$ cat src/rtl/piso_serializer.sv
// Parallel-in, serial-out shift register with a valid/ready load handshake.
// One bit leaves per shift_en cycle; serial_out/serial_valid are registered.
module piso_serializer #(
    parameter int WIDTH     = 4,
    parameter bit MSB_FIRST = 1'b1
) (
    input  logic             clk,
    input  logic             reset,
    input  logic             load_valid,
    output logic             load_ready,
    input  logic [WIDTH-1:0] data_in,
    input  logic             shift_en,
    output logic             serial_out,
    output logic             serial_valid,
    output logic             busy,
    output logic             done
);

    // state   | meaning
    // S_IDLE  | line parked at 0, waiting for a load handshake
    // S_SHIFT | word in shreg, one bit consumed per shift_en cycle
    typedef enum logic {
        S_IDLE  = 1'b0,
        S_SHIFT = 1'b1
    } state_t;

    localparam int CNT_W = (WIDTH > 1) ? $clog2(WIDTH) : 1;
    localparam logic [CNT_W-1:0] LAST_BIT = CNT_W'(WIDTH - 1);

    state_t           state;
    state_t           state_nxt;
    logic [WIDTH-1:0] shreg;
    logic [WIDTH-1:0] shreg_nxt;
    logic [WIDTH-1:0] shreg_shifted;
    logic [CNT_W-1:0] bit_cnt;
    logic [CNT_W-1:0] bit_cnt_nxt;
    logic             serial_out_nxt;
    logic             serial_valid_nxt;
    logic             busy_nxt;
    logic             done_nxt;

    function automatic logic head_bit(input logic [WIDTH-1:0] w);
        return MSB_FIRST ? w[WIDTH-1] : w[0];
    endfunction

    always_ff @(posedge clk) begin
        if (reset) begin
            state        <= S_IDLE;
            shreg        <= '0;
            bit_cnt      <= '0;
            serial_out   <= 1'b0;
            serial_valid <= 1'b0;
            busy         <= 1'b0;
            done         <= 1'b0;
        end else begin
            state        <= state_nxt;
            shreg        <= shreg_nxt;
            bit_cnt      <= bit_cnt_nxt;
            serial_out   <= serial_out_nxt;
            serial_valid <= serial_valid_nxt;
            busy         <= busy_nxt;
            done         <= done_nxt;
        end
    end

    // The bit after the current one sits at the head of the shifted word.
    always_comb begin
        shreg_shifted = MSB_FIRST ? (shreg << 1) : (shreg >> 1);
    end

    always_comb begin
        state_nxt        = state;
        shreg_nxt        = shreg;
        bit_cnt_nxt      = bit_cnt;
        serial_out_nxt   = serial_out;
        serial_valid_nxt = serial_valid;
        busy_nxt         = busy;
        done_nxt         = 1'b0;
        case (state)
            S_IDLE: begin
                serial_out_nxt   = 1'b0;
                serial_valid_nxt = 1'b0;
                busy_nxt         = 1'b0;
                if (load_valid) begin
                    state_nxt        = S_SHIFT;
                    shreg_nxt        = data_in;
                    bit_cnt_nxt      = '0;
                    serial_out_nxt   = head_bit(data_in);
                    serial_valid_nxt = 1'b1;
                    busy_nxt         = 1'b1;
                end
            end
            S_SHIFT: begin
                if (shift_en) begin
                    if (bit_cnt == LAST_BIT) begin
                        state_nxt        = S_IDLE;
                        serial_out_nxt   = 1'b0;
                        serial_valid_nxt = 1'b0;
                        busy_nxt         = 1'b0;
                        done_nxt         = 1'b1;
                    end else begin
                        shreg_nxt      = shreg_shifted;
                        bit_cnt_nxt    = bit_cnt + CNT_W'(1);
                        serial_out_nxt = head_bit(shreg_shifted);
                    end
                end
            end
            default: begin
                state_nxt = S_IDLE;
            end
        endcase
    end

    always_comb begin
        load_ready = (state == S_IDLE) && !reset;
    end

endmodule

$ cat config.mk
export PLATFORM = sky130hd
export DESIGN_NAME = piso_serializer
export DESIGN_NICKNAME = d
export VERILOG_FILES = /design/src/rtl/piso_serializer.sv
export SDC_FILE = /design/constraint.sdc
export NUM_CORES = 1
export LEC_CHECK = 0
export CELL_PAD_IN_SITES_DETAIL_PLACEMENT = 0
export CELL_PAD_IN_SITES_GLOBAL_PLACEMENT = 2
export CORE_UTILIZATION = 22
export DETAILED_ROUTE_END_ITERATION = 8
export MAX_ROUTING_LAYER = met4
export PLACE_DENSITY_LB_ADDON = 0.1
export SYNTH_ARGS = -nofsm -noshare
export SYNTH_HDL_FRONTEND = slang
export SYNTH_SLANG_ARGS = --single-unit
$ cat constraint.sdc
create_clock -name clk -period 0.99 [get_ports clk]
set_input_delay 0.198 -clock clk [delete_from_list [all_inputs] [get_ports clk]]
set_output_delay 0.198 -clock clk [all_outputs]
set_load 0.05 [all_outputs]
==> impl_metrics.prom, run 1 <==
# TYPE chip_impl_metric gauge
chip_impl_metric{name="final.min_clock_period",unit="ps"} 1070
chip_impl_metric{name="max-cap-violations",unit=""} 0
chip_impl_metric{name="grt_use_total",unit="%"} 11.7
chip_impl_metric{name="ant_nets",unit=""} 0
chip_impl_metric{name="power.sequential.fraction",unit="%"} 42.7
chip_impl_metric{name="first_iter_violations",unit=""} 1
chip_impl_metric{name="syn-cell-area",unit="um^2"} 418
chip_impl_metric{name="clkTransAtPathRegs",unit="ps"} 60
chip_impl_metric{name="multiInputGateArea",unit="um^2"} 249
chip_impl_metric{name="finClkSkew",unit="ps"} 2.74
chip_impl_info{name="yosys-top-cells-count",value="9 x dfxtp_1, 6 x a21oi_1, 5 x nand3_1"} 1
chip_impl_metric{name="internal_power_consumption",unit="uW"} 684
chip_impl_metric{name="net_switching_power",unit="uW"} 271
chip_impl_metric{name="postPlaceCellArea",unit="um^2"} 654
chip_impl_metric{name="ys_seq_area_share",unit="%"} 43.1
chip_impl_metric{name="routed_via_density",unit=""} 4.40
chip_impl_metric{name="required_arrival_time_at_the_worst_endpoint",unit="ps"} 1180
chip_impl_metric{name="initial_core_utilization",unit="%"} 23.9
chip_impl_metric{name="ys.warnings.count",unit=""} 0
chip_impl_metric{name="critical_path.max_stage_delay",unit="ps"} 340
chip_impl_metric{name="fill_cells",unit=""} 180
chip_impl_metric{name="worst_slew_margin_relative_to_its_limit",unit="%"} 86.1
chip_impl_metric{name="grt_first_pass_wirelength",unit="mm"} 1.66
chip_impl_metric{name="grt_start_max_net_pins",unit=""} 10
chip_impl_metric{name="dieWidth",unit="um"} 45.6
chip_impl_metric{name="drc_violations",unit=""} 0
chip_impl_metric{name="final_layout_size_suffix_gt1_share",unit="%"} 50.0
chip_impl_metric{name="clockPowerShare",unit="%"} 29.6
chip_impl_info{name="rsz_0062_raised_after_global_routing",value="yes"} 1
chip_impl_info{name="outcome",value="finished, violations left"} 1
chip_impl_metric{name="power.ir.vdd_worst",unit="uV"} 629
chip_impl_info{name="crit_path_cell_trace",value="ha_4, and3b_4, nand2_1, a21oi_2"} 1
chip_impl_metric{name="antenna_found_initial",unit=""} 0
chip_impl_metric{name="drt-wirelength-per-cell",unit="um"} 11.0
chip_impl_metric{name="final_period_util",unit="%"} 108
chip_impl_info{name="yosys-top-cells-area",value="dfxtp_1 43%, a21oi_1 7.2%, nand3_1 6.0%"} 1
chip_impl_metric{name="ys_ff_latch",unit=""} 9
chip_impl_info{name="cp_slowest_cell",value="dfxtp_2"} 1
chip_impl_metric{name="port_buffers",unit=""} 12
chip_impl_metric{name="cts.htree.levels",unit=""} 1
chip_impl_metric{name="core",unit="um^2"} 1750
chip_impl_metric{name="final_hold_viol_count",unit=""} 0
chip_impl_metric{name="final_core_util",unit="%"} 41.6
chip_impl_metric{name="area.growth.synth_to_final",unit="%"} 74.0
chip_impl_metric{name="number_of_global_route_vias_before_repair",unit=""} 379
chip_impl_metric{name="report.final.slew_viol_count",unit=""} 0
chip_impl_metric{name="routabilityCongestion",unit=""} 0.701
chip_impl_metric{name="detailedRoute.firstPassIterationCount",unit=""} 3
chip_impl_metric{name="stdcell_area",unit="um^2"} 727
chip_impl_metric{name="setup_total_negative_slack",unit="ps"} -413
chip_impl_metric{name="die_area",unit="um^2"} 2080
chip_impl_metric{name="synth_top_area_share",unit="%"} 43.1
chip_impl_info{name="worst_setup_path_end_kind",value="flop"} 1
chip_impl_metric{name="insertion_delay",unit="ps"} 260
chip_impl_info{name="worst_hold_path_type",value="primary input to flop"} 1
chip_impl_info{name="tritoncts",value="yes"} 1
chip_impl_metric{name="numPlacedInstances",unit=""} 82
chip_impl_metric{name="post_layout_nonfiller_instances",unit=""} 89
chip_impl_metric{name="powerDensity",unit="nW/um^2"} 1310
chip_impl_metric{name="setup_violation_total_in_the_final_timing_report",unit=""} 7
chip_impl_metric{name="whs",unit="ps"} 485
chip_impl_metric{name="insertedDiodeCount",unit=""} 0
chip_impl_info{name="violations",value="negative setup slack"} 1
chip_impl_metric{name="logic_gate_share_of_total_power",unit="%"} 27.7
chip_impl_metric{name="clock_sinks",unit=""} 9
chip_impl_metric{name="ff_latch_area",unit="um^2"} 191
chip_impl_info{name="category_of_the_most_critical_setup_path",value="flop to flop"} 1
chip_impl_metric{name="ctsLongestPathBuffers",unit=""} 2
chip_impl_metric{name="ys_types",unit=""} 20
chip_impl_metric{name="syn_nets",unit=""} 52
chip_impl_metric{name="synthCells",unit=""} 43
chip_impl_info{name="post-synth-top-area-cell",value="dfxtp_1"} 1
chip_impl_metric{name="totalWireLength",unit="um"} 978
chip_impl_metric{name="fin_nets",unit=""} 74
chip_impl_metric{name="worstPathArrival",unit="ps"} 1260
chip_impl_metric{name="worst-slew-pin-transition",unit="ps"} 207
chip_impl_metric{name="fin_ws",unit="ps"} -79.3
chip_impl_metric{name="cts_made_buffers",unit=""} 3
chip_impl_info{name="count_leader_synth",value="dfxtp_1"} 1
chip_impl_metric{name="die_h",unit="um"} 45.6
chip_impl_metric{name="netSwitchingFraction",unit="%"} 28.4
chip_impl_metric{name="number_of_flops_mapped_to_enable_cells_by_yosys",unit=""} 0
chip_impl_metric{name="syn_avg_cell_area",unit="um^2"} 9.72
chip_impl_metric{name="ios",unit=""} 13
chip_impl_metric{name="via_count",unit=""} 392
chip_impl_metric{name="fraction_of_synthesis_flops_using_an_asynchronous_set_or_reset_pin",unit="%"} 0
chip_impl_metric{name="timing.critical_path.fanout_max",unit=""} 4
chip_impl_info{name="most_used_flip_flop_cell_after_synthesis",value="dfxtp_1"} 1
chip_impl_metric{name="detailedPlacementHpwl",unit="um"} 731
chip_impl_info{name="setup.worst_path.start_class",value="flop"} 1
chip_impl_metric{name="row_count",unit=""} 15
chip_impl_info{name="cts_root_buf",value="clkbuf_4"} 1
chip_impl_metric{name="fmax",unit="GHz"} 0.935
chip_impl_metric{name="power.leakage",unit="nW"} 0.267
chip_impl_metric{name="grt.overflow.total",unit=""} 0
chip_impl_metric{name="cts-hold-fix-buffers",unit=""} 0
[worst max-delay path, delay by kind of cell, from the launching register on]
kind / cells / cell delay, ps
simple gates: 2 / 380
flops: 1 / 340
fa+ha+maj: 1 / 160
compound gates: 1 / 120
[worst paths after layout]
| kind | from | cells past startpoint | endpoint | slack, ps |
|---|---|---|---|---|
| setup reg to reg | bit_cnt[0] | 4 | bit_cnt[1] | -80 |
| hold reg to reg | shreg[2] | 2 | shreg[2] | 490 |
| setup / recovery | bit_cnt[0] | 4 | bit_cnt[1] | -80 |
| hold / removal | reset | 3 | bit_cnt[1] | 490 |
[repair_timing]
action / 4_1_cts / 5_1_grt
pin swaps: 7 / 4
hold endpoints to repair: 0 / 0
setup endpoints to repair: 10 / 10
cloned: 0 / 0
gates resized for setup: 7 / 2
buffers inserted: 3 / 0
[cells by family (layout without fill, tap and decap cells)]
group	Yosys count	in the layout	share of synthesized area, %
AO/OA/AOI/OAI	11	11	18.6
buffers and inverters	3	24	5.39
adder cells (fa/ha/maj)	1	1	2.99
flip-flops	9	9	43.1
AND/OR/NAND/NOR	19	19	29.9
[area by class of cell]
| class | count | area share (%) |
|---|---|---|
| flip-flops and latches | 9 | 26.3 |
| well taps | 25 | 4.30 |
| repair buffers | 20 | 31.5 |
| multi-input cells | 31 | 34.3 |
| clock buffers | 4 | 3.61 |
[stage by stage]
stage | total power [mW] | setup WS, ps
floorplan | 0.540 | -59.5
global placement | 0.654 | -259
detailed placement | 0.659 | -292
CTS | 0.962 | -79.1
global route | 1.01 | -137
finish | 0.955 | -79.3
[power by group through the flow]
stage	clock network, mW	logic [mW]	registers [mW]
finish	0.283	0.264	0.408
global route	0.316	0.279	0.410
CTS	0.292	0.263	0.407
detailed placement	0	0.241	0.419
global placement	0	0.237	0.417
floorplan	0	0.112	0.428
[registers in the layout, summed over array words and instances, names as in the netlist]
register    cells
shreg           3
state           1
serial_out      1
bit_cnt         2
busy            1
done            1
[placed cells by master, fill, tap and decap left out, types with 2 or more instances in the layout]
cell type        count
nand2_2              2
dfxtp_2              3
clkbuf_4             3
buf_4                8
clkdlybuf4s50_1      6
dfxtp_1              4
a21oi_1              5
nand2_1              2
a21oi_2              2
nand3_1              5
nand2b_1             2
buf_12               5
dfxtp_4              2
nand3b_1             2
[metal layers]
metal  vias to the layer above  GRT usage, %  share of wire [%]
li1                        199             -                  -
met1                       178          13.8                 45
met2                        11          17.1                 46
met3                         4          3.57                6.3
met4                         0          7.27                2.5
met5                         -             -                  0
Note: power is estimated with default switching activity, not from simulation.
==> inputs of run 2 (changes only) <==
==> constraint.sdc (replaced) <==
create_clock -name clk -period 0.99 [get_ports clk]
set_input_delay 0.198 -clock clk [delete_from_list [all_inputs] [get_ports clk]]
set_output_delay 0.198 -clock clk [all_outputs]
set_load 0.005 [all_outputs]
==> run 2 against run 1 <==
Net effect:
- the run still ends with negative setup slack left
- largest cell class unchanged
- critical endpoint is now bit_cnt[0]
- worst setup slack got worse by 20 ps
- clock skew up 4.4 ps
- maximum frequency decreased by 1.8%
- first-iteration DRC count grew to 11 times the previous value
- wire length is 4.2% higher
==> impl_metrics.prom, run 2 (same netlist as run 1, synthesis figures left out) <==
# TYPE chip_impl_metric gauge
chip_impl_metric{name="antenna_found_initial",unit=""} 0
chip_impl_metric{name="totalWireLength",unit="mm"} 1.02
chip_impl_info{name="worstHoldEndpoint",value="bit_cnt[0]"} 1
chip_impl_info{name="violations",value="negative setup slack"} 1
chip_impl_metric{name="drc_violations",unit=""} 0
chip_impl_metric{name="area.growth.synth_to_final",unit="%"} 51.5
chip_impl_metric{name="power.leakage",unit="nW"} 0.243
chip_impl_metric{name="ctsLongestPathBuffers",unit=""} 2
chip_impl_metric{name="routed_via_density",unit=""} 4.50
chip_impl_metric{name="grt_first_pass_wirelength",unit="mm"} 1.44
chip_impl_metric{name="logic_gate_share_of_total_power",unit="%"} 19.3
chip_impl_info{name="outcome",value="finished, violations left"} 1
chip_impl_metric{name="ios",unit=""} 13
chip_impl_metric{name="insertion_delay",unit="ps"} 260
chip_impl_metric{name="stdcell_area",unit="um^2"} 633
chip_impl_metric{name="port_buffers",unit=""} 12
chip_impl_info{name="setup.worst_path.start_class",value="flop"} 1
chip_impl_metric{name="critical_path.max_stage_delay",unit="ps"} 340
chip_impl_info{name="worst_setup_path_end_kind",value="flop"} 1
chip_impl_metric{name="cts-hold-fix-buffers",unit=""} 0
chip_impl_metric{name="cts.htree.levels",unit=""} 1
chip_impl_metric{name="detailedPlacementHpwl",unit="um"} 717
chip_impl_metric{name="grt_start_max_net_pins",unit=""} 10
chip_impl_metric{name="p_total",unit="uW"} 856
chip_impl_info{name="startpoint",value="bit_cnt[1]"} 1
chip_impl_metric{name="timing.critical_path.fanout_max",unit=""} 4
chip_impl_metric{name="final_period_util",unit="%"} 110
chip_impl_metric{name="grt_use_total",unit="%"} 10.4
chip_impl_metric{name="max-cap-violations",unit=""} 0
chip_impl_info{name="reg.largest.list",value="shreg x3, bit_cnt x2"} 1
chip_impl_metric{name="finClkSkew",unit="ps"} 7.09
chip_impl_info{name="worst_hold_path_type",value="primary input to flop"} 1
chip_impl_info{name="holdCritStartpoint",value="reset"} 1
chip_impl_metric{name="via_count",unit=""} 396
chip_impl_metric{name="dieWidth",unit="um"} 45.6
chip_impl_metric{name="cts_made_buffers",unit=""} 3
chip_impl_metric{name="worst_hold_path.num_cells",unit=""} 3
chip_impl_info{name="cp_slowest_cell",value="dfxtp_2"} 1
chip_impl_metric{name="die_area",unit="um^2"} 2080
chip_impl_metric{name="powerDensity",unit="nW/um^2"} 1350
chip_impl_metric{name="fin_nets",unit=""} 73
chip_impl_info{name="max_flop_register",value="shreg"} 1
chip_impl_metric{name="die_h",unit="um"} 45.6
chip_impl_metric{name="power.ir.vdd_worst",unit="uV"} 503
chip_impl_info{name="category_of_the_most_critical_setup_path",value="flop to flop"} 1
chip_impl_metric{name="insertedDiodeCount",unit=""} 0
chip_impl_metric{name="regToRegSetupSlack",unit="ps"} -100
chip_impl_metric{name="first_iter_violations",unit=""} 11
chip_impl_metric{name="setup_violation_total_in_the_final_timing_report",unit=""} 6
chip_impl_info{name="mostFrequentLayoutCells",value="6 x a21oi_1, 6 x dfxtp_2, 6 x clkdlybuf4s50_1, 6 x buf_4, 5 x nand3_1"} 1
chip_impl_metric{name="internal_power_consumption",unit="uW"} 636
chip_impl_metric{name="grt.overflow.total",unit=""} 0
chip_impl_metric{name="worst_slew_margin_relative_to_its_limit",unit="%"} 85.2
chip_impl_metric{name="ant_nets",unit=""} 0
chip_impl_metric{name="core",unit="um^2"} 1750
chip_impl_metric{name="clockPowerShare",unit="%"} 34.2
chip_impl_metric{name="number_of_global_route_vias_before_repair",unit=""} 355
chip_impl_info{name="rsz_0062_raised_after_global_routing",value="yes"} 1
chip_impl_metric{name="clkTransAtPathRegs",unit="ps"} 60
chip_impl_metric{name="clock_sinks",unit=""} 9
chip_impl_metric{name="fin_ws",unit="ps"} -99.1
chip_impl_metric{name="worst_reg2reg_path_length_in_cells",unit=""} 4
chip_impl_metric{name="worstPathArrival",unit="ps"} 1280
chip_impl_metric{name="final_hold_viol_count",unit=""} 0
chip_impl_info{name="timing.rr.end",value="bit_cnt[0]"} 1
chip_impl_info{name="reg_to_reg_critical_path_startpoint",value="bit_cnt[1]"} 1
chip_impl_metric{name="worst-slew-pin-transition",unit="ps"} 221
chip_impl_metric{name="power.sequential.fraction",unit="%"} 46.6
chip_impl_metric{name="initial_core_utilization",unit="%"} 23.9
chip_impl_info{name="tritoncts",value="yes"} 1
chip_impl_metric{name="required_arrival_time_at_the_worst_endpoint",unit="ps"} 1180
chip_impl_metric{name="netSwitchingFraction",unit="%"} 25.7
chip_impl_metric{name="detailedRoute.firstPassIterationCount",unit=""} 4
chip_impl_info{name="cts_root_buf",value="clkbuf_4"} 1
chip_impl_metric{name="routabilityCongestion",unit=""} 0.678
chip_impl_metric{name="postPlaceCellArea",unit="um^2"} 599
chip_impl_metric{name="largest_reg_flops",unit=""} 3
chip_impl_info{name="crit_path_cell_trace",value="ha_4, and3b_4, nand2b_1, a21oi_2"} 1
chip_impl_metric{name="final_layout_size_suffix_gt1_share",unit="%"} 47.6
chip_impl_metric{name="drt-wirelength-per-cell",unit="um"} 11.6
chip_impl_metric{name="fmax",unit="GHz"} 0.918
chip_impl_metric{name="row_count",unit=""} 15
chip_impl_metric{name="report.final.slew_viol_count",unit=""} 0
chip_impl_metric{name="net_switching_power",unit="uW"} 220
chip_impl_metric{name="final.min_clock_period",unit="ps"} 1090
## run 2: cell count changes in the layout (fill, tap and decap cells not counted), moves of 2 or more
cell / change
buf_4: -2
dfxtp_2: +3
buf_2: +4
buf_12: -5
dfxtp_4: -2
## run 2: metrics by stage
| stage | util (%) | cells | setup WS (ps) | TNS, ps | hold slack [ps] |
|---|---|---|---|---|---|
| 5_1_grt | 36.3 | 88 | -123 | -680 | 405 |
| 2_1_floorplan | - | 43 | -19.1 | -37.7 | 338 |
| 4_1_cts | 35.6 | 87 | -89.9 | -417 | 404 |
| 3_3_place_gp | 34.3 | 82 | -446 | -2720 | 453 |
| 6_report | 36.3 | 88 | -99.1 | -350 | 414 |
| 3_5_place_dp | 34.3 | 82 | -458 | -2900 | 457 |
## run 2: worst max-delay path: cells and delay by family (launching register included)
kind	cells	cell delay, ps
AO/OA/AOI/OAI	1	120
adder cells (fa/ha/maj)	1	160
flip-flops	1	340
AND/OR/NAND/NOR	2	400
## run 2: worst max-delay path by stage
| stage | end | cells past startpoint | slack (ps) |
|---|---|---|---|
| 2_1_floorplan | shreg[1] | 4 | -20 |
| 3_3_place_gp | load_ready | 3 | -450 |
| 3_5_place_dp | load_ready | 3 | -460 |
| 4_1_cts | bit_cnt[0] | 4 | -90 |
| 5_1_grt | shreg[1] | 4 | -120 |
| 6_report | bit_cnt[0] | 4 | -100 |
## run 2: layout make-up
type / instances / area (um^2)
Clock buffer: 4 / 26.3
Multi-Input combinational cell: 31 / 238
Fill cell: 195 / 1110
Tap cell: 25 / 31.3
Sequential cell: 9 / 188
Timing Repair Buffer: 19 / 150
## run 2: what timing repair did
action / in CTS / in global routing
pin swaps: 6 / 6
buffers inserted: 1 / 1
setup endpoints to repair: 11 / 11
resized for setup: 20 / 8
cloned: 0 / 0
## run 2: power groups by stage
stage	sequential, mW	combinational (mW)	clock [mW]
after CTS	0.397	0.159	0.305
after global routing	0.401	0.177	0.324
final	0.399	0.165	0.293
after detailed placement	0.404	0.166	0
after floorplan	0.403	0.0866	0
after global placement	0.402	0.164	0
## run 2: per-layer routing
| metal | global-route usage [%] | vias to the layer above | share of wire [%] |
|---|---|---|---|
| met2 | 15.4 | 16 | 48 |
| li1 | - | 195 | - |
| met5 | - | - | 0 |
| met1 | 12.3 | 183 | 44 |
| met4 | 7.27 | 0 | 0.49 |
| met3 | 2.38 | 2 | 7.0 |
